--- src/rtl/pos_scan.sv ---
// Row-multiplexed 8x8 LED scanner for the RAM position table, with per-frame snapshot.
// Optional POS_SCAN_BLANK_EN: blank row/col on the last cycle of each row slot.
module pos_scan #(
    parameter int unsigned DIV = 4096
) (
    input  logic        clk,
    input  logic        reset,
    input  logic [47:0] q2,
    output logic [7:0]  row,
    output logic [7:0]  col,
    output logic        frame_start
);

    localparam int unsigned CW = (DIV > 2) ? $clog2(DIV) : 1;

    logic [CW-1:0] cnt;
    logic [2:0]    ridx;
    logic [47:0]   snap;

    logic          frame_edge_c;
    logic          slot_end_c;
    logic [47:0]   table_c;
    logic [7:0]    row_c;
    logic [7:0]    col_c;

    // One dot per entry whose y matches the row; duplicates merge naturally via OR.
    function automatic logic [7:0] decode(input logic [47:0] s, input logic [2:0] r);
        logic [7:0] d;
        logic [2:0] x;
        logic [2:0] y;
        d = 8'h00;
        for (int i = 0; i < 8; i++) begin
            x = s[47 - 6*i -: 3];
            y = s[44 - 6*i -: 3];
            if (y == r) begin
                d = d | (8'd1 << x);
            end
        end
        return d;
    endfunction

    always_comb begin
        frame_edge_c = (cnt == '0) && (ridx == '0);
        slot_end_c   = (cnt == CW'(DIV - 1));
        // On the snapshot edge the live table is used so row 0 shows it at once.
        table_c      = frame_edge_c ? q2 : snap;
        row_c        = 8'd1 << ridx;
        col_c        = decode(table_c, ridx);
`ifdef POS_SCAN_BLANK_EN
        if (slot_end_c) begin
            row_c = 8'h00;
            col_c = 8'h00;
        end
`else
`endif
    end

    always_ff @(posedge clk) begin
        if (reset) begin
            cnt         <= '0;
            ridx        <= '0;
            snap        <= '0;
            row         <= 8'h00;
            col         <= 8'h00;
            frame_start <= 1'b0;
        end else begin
            if (slot_end_c) begin
                cnt  <= '0;
                ridx <= ridx + 3'd1;
            end else begin
                cnt  <= cnt + CW'(1);
            end
            if (frame_edge_c) begin
                snap <= q2;
            end
            row         <= row_c;
            col         <= col_c;
            frame_start <= frame_edge_c;
        end
    end

endmodule
--- config.mk ---
export PLATFORM = sky130hd
export DESIGN_NAME = pos_scan
export DESIGN_NICKNAME = d
export VERILOG_FILES = /design/src/rtl/pos_scan.sv
export SDC_FILE = /design/constraint.sdc
export NUM_CORES = 1
export LEC_CHECK = 0
export BUFFER_PORTS_ARGS = -buffer_cell sky130_fd_sc_hd__clkbuf_2
export CAP_MARGIN = 20
export CORE_ASPECT_RATIO = 0.75
export CORE_UTILIZATION = 55
export DETAILED_ROUTE_END_ITERATION = 16
export PLACE_DENSITY = 0.77
export SLEW_MARGIN = 25
export SYNTH_ARGS = -nofsm -noshare
export SYNTH_HDL_FRONTEND = slang
export SYNTH_SLANG_ARGS = --single-unit
--- constraint.sdc ---
create_clock -name clk -period 7.3 [get_ports clk]
set_clock_uncertainty 0.2 [all_clocks]
set_input_delay 2.19 -clock clk [delete_from_list [all_inputs] [get_ports clk]]
set_output_delay 2.19 -clock clk [all_outputs]
set_load 0.02 [all_outputs]
# == Yosys cells after proc, flatten, opt, wreduce, memory -nomap -nowiden ==
# Index checks and enable logic that the tools add are counted.
# totals
reg_bits,80
out_inout_bits,17
word_cells,46
mem_bits_ro,0
ram_bits,0
latch_bits,0
memories,0
# op_classes
add_sub_neg,2
reduce_logical,4
n_mul,0
mux,9
magnitude_cmp,0
shifts,9
eq_ne,9
bitwise,7
n_div,0
# op_table
operator,n
1-bit by 3-bit left shift with 8-bit output (first input constant),9
8-bit two-way mux,8
8-bit OR,7
48-bit two-way mux,1
3-bit equality test,8
12-bit by 1-bit adder with 12-bit output (second input constant),1
12-bit equality test (second input constant),1
12-bit logical NOT,1
3-bit by 1-bit adder with 3-bit output (second input constant),1
3-bit logical NOT,1
2-bit OR reduction,1
1-bit logical AND,1

# == Longest topological paths before layout ==
# Gate-level depths: netlist of the first run.
# depth
ltp_word,19
mapped_depth,13

# == Least setup slack after synthesis of the first run ==
# No wires, ideal clock.
# synth_path
path_type,input to register
start,in q2[25]
end,reg col[2]
setup_time_ns,0.138
required_ns,6.962
arrival_time_ns,3.222
path_slack_ns,3.740
n_path_buf,0
path_stages,5
cell_sequence,mux2i_1 > xnor2_1 > nor4_1 > a2111oi_0 > a31oi_1
# synth_via
elab_chain_cells,11
# synth_rtl
element,line_no,rtl
start: declaration,8,"input logic [47:0] q2,"
48-bit two-way mux (*),--,
3-bit equality test (*),35,if (y == r) begin
8-bit two-way mux (*),35,
8-bit OR,36,d = d | (8'd1 << x);
8-bit two-way mux (*),35,
8-bit OR,36,
8-bit two-way mux (*),35,
8-bit OR,36,
8-bit two-way mux (*),35,
8-bit OR,36,
8-bit two-way mux (*),35,
end signal: assignment,77,col <= col_c;
end: declaration,10,"output logic [7:0] col,"
# Mark *: on every way between the ends. The rest lies on a longest branch, timed or not.
# A chain may end at the register's enable or synchronous reset.

# == Worst setup path in the final report of the first run ==
# layout_path
start,reg ridx[0]
end,reg col[2]
# layout_via
elab_chain_cells,19
elab_cells_between_ends,34
cone_classes,eq/ne (8); shift (8); mux (9); bitwise (7); reduce/logical (2)
# layout_rtl
element,line_no,rtl
start: declaration,17,logic [2:0] ridx;
start signal: assignment,69,ridx <= ridx + 3'd1;
3-bit logical NOT,43,frame_edge_c = (cnt == '0) && (ridx == '0);
1-bit logical AND,43,
48-bit two-way mux,--,
3-bit equality test / 1-bit by 3-bit left shift with 8-bit output (equally long branches),"35, 36",
8-bit two-way mux,35,
8-bit OR,36,
8-bit two-way mux,35,
8-bit OR,36,
[... 3 more ...],--,
8-bit OR,36,
8-bit two-way mux,35,
8-bit OR,36,
8-bit two-way mux,35,
8-bit OR,36,
8-bit two-way mux,35,
8-bit OR,36,
8-bit two-way mux (*),35,
# Marked as above.

==> results of run 1 <==
-- flip-flops by register name, summed over array words and instances (netlist names) --
signal       cells
row              8
col              8
frame_start      1
ridx             3
snap            48
cnt             12
-- kinds of logic after synthesis --
group	after synthesis	share of synthesized area, %
muxes	51	13.1
and+or+nand+nor	244	29.1
xor gates and xnor gates	26	5.49
buffers and inverters	36	3.77
DFF	80	36.3
AOI/OAI and AO/OA	71	10.6
adders and majority gates	6	1.70
-- how the worst min path moves through the flow --
| stage | from | end | slack [ns] | depth (start not counted) |
|---|---|---|---|---|
| after global routing | cnt[0] | cnt[0] | 0.31 | 1 |
| after detailed placement | cnt[0] | cnt[0] | 0.26 | 1 |
| after global placement | snap[8] | snap[8] | 0.26 | 2 |
| final | cnt[0] | cnt[0] | 0.29 | 1 |
| after floorplan | cnt[0] | cnt[0] | 0.24 | 1 |
| after CTS | snap[8] | snap[8] | 0.29 | 2 |
-- layer usage --
layer  GRT usage (%)  share of wire, %  vias to the layer above
met1            37.7                46                     1824
met2            42.6                44                      169
met3            8.98               8.6                       27
met4            10.4               2.0                        0
li1                -                 -                     1924
met5               0                 0                        -
-- report_power, final --
part	switching (mW)	leakage (nW)	internal (mW)	total (mW)
Clock	0.164	0.119	0.225	0.389
Sequential	0.0232	0.656	0.472	0.495
Combinational	0.194	1.23	0.116	0.310
-- synth_stat cells, drive strengths merged (5+ instances only) --
library cell,n
nor2b,5
a21oi,25
nor3b,8
and2,7
mux2i,46
nor3,8
xor2,6
a22oi,20
nor4,30
nand2b,13
buf,17
nand3,15
inv,10
ha,6
a41oi,5
mux2,5
dfxtp,80
a31oi,8
nand2,73
o31ai,6
clkbuf,9
xnor2,20
nand3b,9
nor2,61
-- metrics by stage --
step	power, mW	area, um^2	utilization (%)
finish	1.19	5000	66.1
global placement	0.802	4770	63.0
detailed placement	0.809	4770	63.0
global route	1.25	5000	66.1
CTS	1.20	5000	66.1
floorplan	0.731	4420	-
-- final cells by class --
type	instances	area share [%]
Tap cell	101	2.53
Clock inverter	6	2.18
Inverter	10	0.750
Multi-Input combinational cell	398	53.0
Sequential cell	80	32.0
Timing Repair Buffer	69	7.05
Clock buffer	9	2.48
==> reports/summary.txt, run 1 <==
Register area share after synthesis: 36.3%
Clock transition at path regs: 0.08 ns
Crit start category: register
Min Hold Slack: 0.289 ns
EDFF count, synth: 0
Yosys warning count: 0
Worst r2r src: ridx[0]
Fin cells: 673
Via count: 3944
GRT overflow: 0
Worst Setup SP: ridx[0]
RSZ-0062 raised after global routing: false
Die width: 105 um
Tmin final: 4.58 ns
HP Class: reg2reg
Synth Instances: 514
Max Cap Violations: 0
Worst R2R End: col[2]
Starting Density: 58.4%
Slew @ Worst Pin: 0.726 ns
GR Util All Layers: 28.2%
Endpoints failing hold: 0
Critical path cell sequence: inv_1 > ha_1 > nor4b_4 > nand4_4 > buf_4 > mux2i_1 > xnor2_1 > nor4_1 > a2111oi_0 > a31oi_1
FILL cells: 646
Worst path required time: 7.29 ns
WP buf/inv: 2
Layout cells sized above 1: 19.2%
Most used cells in the layout excluding fill and tap cells: dfxtp_1 (80), nand2_1 (73), clkbuf_2 (66), nor2_1 (61), mux2i_1 (39)
Synth area leaders: dfxtp_1 (36%), mux2i_1 (8.8%), nand2_1 (6.2%), nor2_1 (5.2%), xnor2_1 (3.6%)
Post-synth ARST share: 0%
CTS Hold Bufs: 0
Routed wire length: 11100 um
Synthesized area: 4420 um^2
Cell Pwr Density: 239 nW/um^2
Fin. max-slew vios: 0
Clock root cell: clkbuf_8
CTS tree: built
Yosys reg bits: 80
Vias/cell: 5.86
TritonCTS Buffers: 9
ANT cells: 0
Yosys top cell area share: 36.3%
H-tree depth: 3
Layout net count: 624
Die Span Y: 79.6 um
Setup ws final: 2.72 ns
CP top delay family: compound AO/OA/AOI/OAI gates
Clock Latency Late Sink: 0.37 ns
Setup WS pre-CTS: 2.82 ns
Pleak: 2.01 nW
Slowest-stage cell, CP: dfxtp_1
First-pass GRT wire length: 18100 um
Maximum VDD drop: 0.144 mV
DP HPWL: 8230 um
Register area: 1600 um^2
Number of global-route vias before repair: 3644
Initial DRC Count: 253
Mean Syn Cell Area: 8.60 um^2
Post-CTS sizing: 0
Critical Path End: col[2]
Critical Path Stages: 10
Setup Fix Bufs, Post-CTS: 0
Fmax: 0.219 GHz
Period Utilization, post-route: 62.7%
Multi-input logic area: 2650 um^2
Buffers added on ports: 66
Num ports: 67
Core area: 7570 um^2
Cells on worst reg2reg path: 10
Leading cell type in the layout, fill and taps excluded: dfxtp_1
WS Path Type: reg2reg
WL per Instance: 16.5 um
Crit end category: register
Critical path arrival: 4.57 ns
Initial antenna violation count: 0
Status: complete, no violations
Rel. slew slack: 50.4%
Largest stage delay on the critical path: 0.78 ns
Dpl cells: 658
Final setup TNS: 0 ns
Max Buffers Root-to-Sink: 2
DR pass1 iterations: 5
Syn nets: 570
Largest net degree at the start of global routing: 68
Row count: 27
Cell variety after synth: 47
Post-DRT Antenna Nets: 0
Area grow syn2layout: 13.2%
CTS Sinks: 80
DRC: 0
Synth area leader: dfxtp_1
Final Setup Violations: 0
Critical path peak fanout: 44
Die ar.: 8400 um^2
Flop2flop setup slack: 2.72 ns
GP Congestion: 1.02
Dominant synthesized flop cell: dfxtp_1
Note: power is estimated with default switching activity, not from simulation.
==> run 2, diff against run 1 <==
==> constraint.sdc (replaced) <==
create_clock -name clk -period 4.3 [get_ports clk]
set_clock_uncertainty 0.2 [all_clocks]
set_input_delay 1.29 -clock clk [delete_from_list [all_inputs] [get_ports clk]]
set_output_delay 1.29 -clock clk [all_outputs]
set_load 0.02 [all_outputs]
==> run 2 against run 1 <==
Compared with the run above: via count grew 0.10%; global-route usage rose by 0.38 points; setup slack got worse by 1.9 ns; critical path depth unchanged; flip-flop and latch count did not move; cell area is 0.48% lower; die area is the same; routed wire length is 1.4% higher; non-clock buffer count is 4 higher; clock power grew 32%; maximum frequency up 31%; critical path type unchanged; critical endpoint is now col[3]; largest cell class unchanged; largest power group unchanged.
==> reports/summary.txt, run 2 (synthesis results as in run 1) <==
Status: complete, no violations
Cells on worst reg2reg path: 10
Maximum VDD drop: 0.213 mV
GR Util All Layers: 28.6%
Min Hold Slack: 0.279 ns
Number of global-route vias before repair: 3681
Endpoints failing hold: 0
Cell Pwr Density: 380 nW/um^2
Largest net degree at the start of global routing: 50
Layout cells sized above 1: 19.9%
Most flop-heavy register: snap
Buffers added on ports: 66
Worst path required time: 4.39 ns
FILL cells: 657
Post-layout utilization of the core: 65.8%
Starting Density: 58.4%
Max Cap Violations: 0
Post-DRT Antenna Nets: 0
GRT overflow: 0
Die width: 105 um
Initial DRC Count: 275
Num ports: 67
CTS Sinks: 80
Die ar.: 8400 um^2
Worst r2r src: ridx[1]
Routed wire length: 11300 um
Most used cells in the layout excluding fill and tap cells: dfxtp_1 (80), nand2_1 (73), clkbuf_2 (66), nor2_1 (61), mux2i_1 (39)
Tmin final: 3.49 ns
Area grow syn2layout: 12.7%
WS Path Type: reg2reg
Worst hold endpoint: snap[8]
HP Class: reg2reg
Leading cell type in the layout, fill and taps excluded: dfxtp_1
Fmax: 0.287 GHz
H-tree depth: 3
Slew @ Worst Pin: 0.685 ns
Number of flip-flops in the largest register: 48
CTS tree: built
Final setup TNS: 0 ns
Pleak: 1.99 nW
ANT cells: 0
Rel. slew slack: 53.9%
Setup Fix Bufs, Post-CTS: 0
Tot Pwr: 1.89 mW
Max Buffers Root-to-Sink: 2
Vias/cell: 5.82
Clock Latency Late Sink: 0.36 ns
Crit start category: register
Critical path peak fanout: 33
Post-CTS sizing: 0
Crit end category: register
HP Start: snap[8]
Flop2flop setup slack: 0.81 ns
Core area: 7570 um^2
TritonCTS Buffers: 9
DR pass1 iterations: 6
Layout net count: 628
Worst hold stages: 2
Clock transition at path regs: 0.09 ns
WL per Instance: 16.6 um
Die Span Y: 79.6 um
Fin. max-slew vios: 0
GP Congestion: 1.04
Clock root cell: clkbuf_8
CTS Hold Bufs: 0
Critical path arrival: 3.58 ns
Worst R2R End: col[3]
Final Setup Violations: 0
DP HPWL: 8550 um
DRC: 0
Top flop regs: snap: 48 flops, cnt: 12 flops
Via count: 3948
Initial antenna violation count: 0
First-pass GRT wire length: 18300 um
Period Utilization, post-route: 81.1%
Row count: 27
RSZ-0062 raised after global routing: false
run 2: cell types whose count changed in the layout (fill, tap and decap cells not counted), sizes merged:
| cell | delta |
|---|---|
| buf | +4 |
| bufinv | -3 |
| clkinvlp | +3 |
| inv | +2 |
| clkinv | -1 |
run 2: how the worst max path moves through the flow:
stage                  from  slack (ns)  cells after the start  endpoint
floorplan           ridx[1]        1.36                     12    col[3]
global placement    ridx[1]        0.69                      9    col[3]
detailed placement  ridx[1]        0.61                      9    col[3]
CTS                 ridx[1]        0.63                      9    col[3]
global route        ridx[1]        0.67                     10    col[1]
finish              ridx[1]        0.81                     10    col[3]
run 2: report_power, final:
group          switching [mW]  internal, mW
Combinational           0.331         0.200
Clock                   0.301         0.213
Sequential             0.0423         0.802
run 2: cell type report:
class,count,area (um^2),area share (%)
inverters,10,37.5,0.754
repair buffers,73,383,7.69
multi-input cells,398,2650,53.3
clock buffers,9,124,2.49
well taps,101,126,2.54
clock inverters,7,53.8,1.08
flip-flops and latches,80,1600,32.2
run 2: critical path, cell delays in order, from the launching register on:
cell     delay, ns
dfxtp_1       0.32
inv_1         0.11
ha_1          0.20
nor4b_4       0.28
nand4_4       0.38
buf_4         0.41
mux2i_1       0.25
mux2i_1       0.18
nor4_1        0.61
a22oi_1       0.24
a41oi_1       0.25
run 2: layer usage:
layer	up-vias	routed length [um]	GRT usage, %
met5	-	0	0
met4	0	189	9.17
met3	17	1130	8.57
met2	183	4750	43.6
met1	1818	5180	38.8
li1	1930	-	-
run 2: stage by stage:
step / cells / setup slack [ns] / instance area, um^2
after global placement: 662 / 0.689 / 4800
after CTS: 678 / 0.626 / 4980
after global routing: 678 / 0.671 / 4980
after detailed placement: 662 / 0.610 / 4800
final: 678 / 0.812 / 4980
after floorplan: 514 / 1.36 / 4420
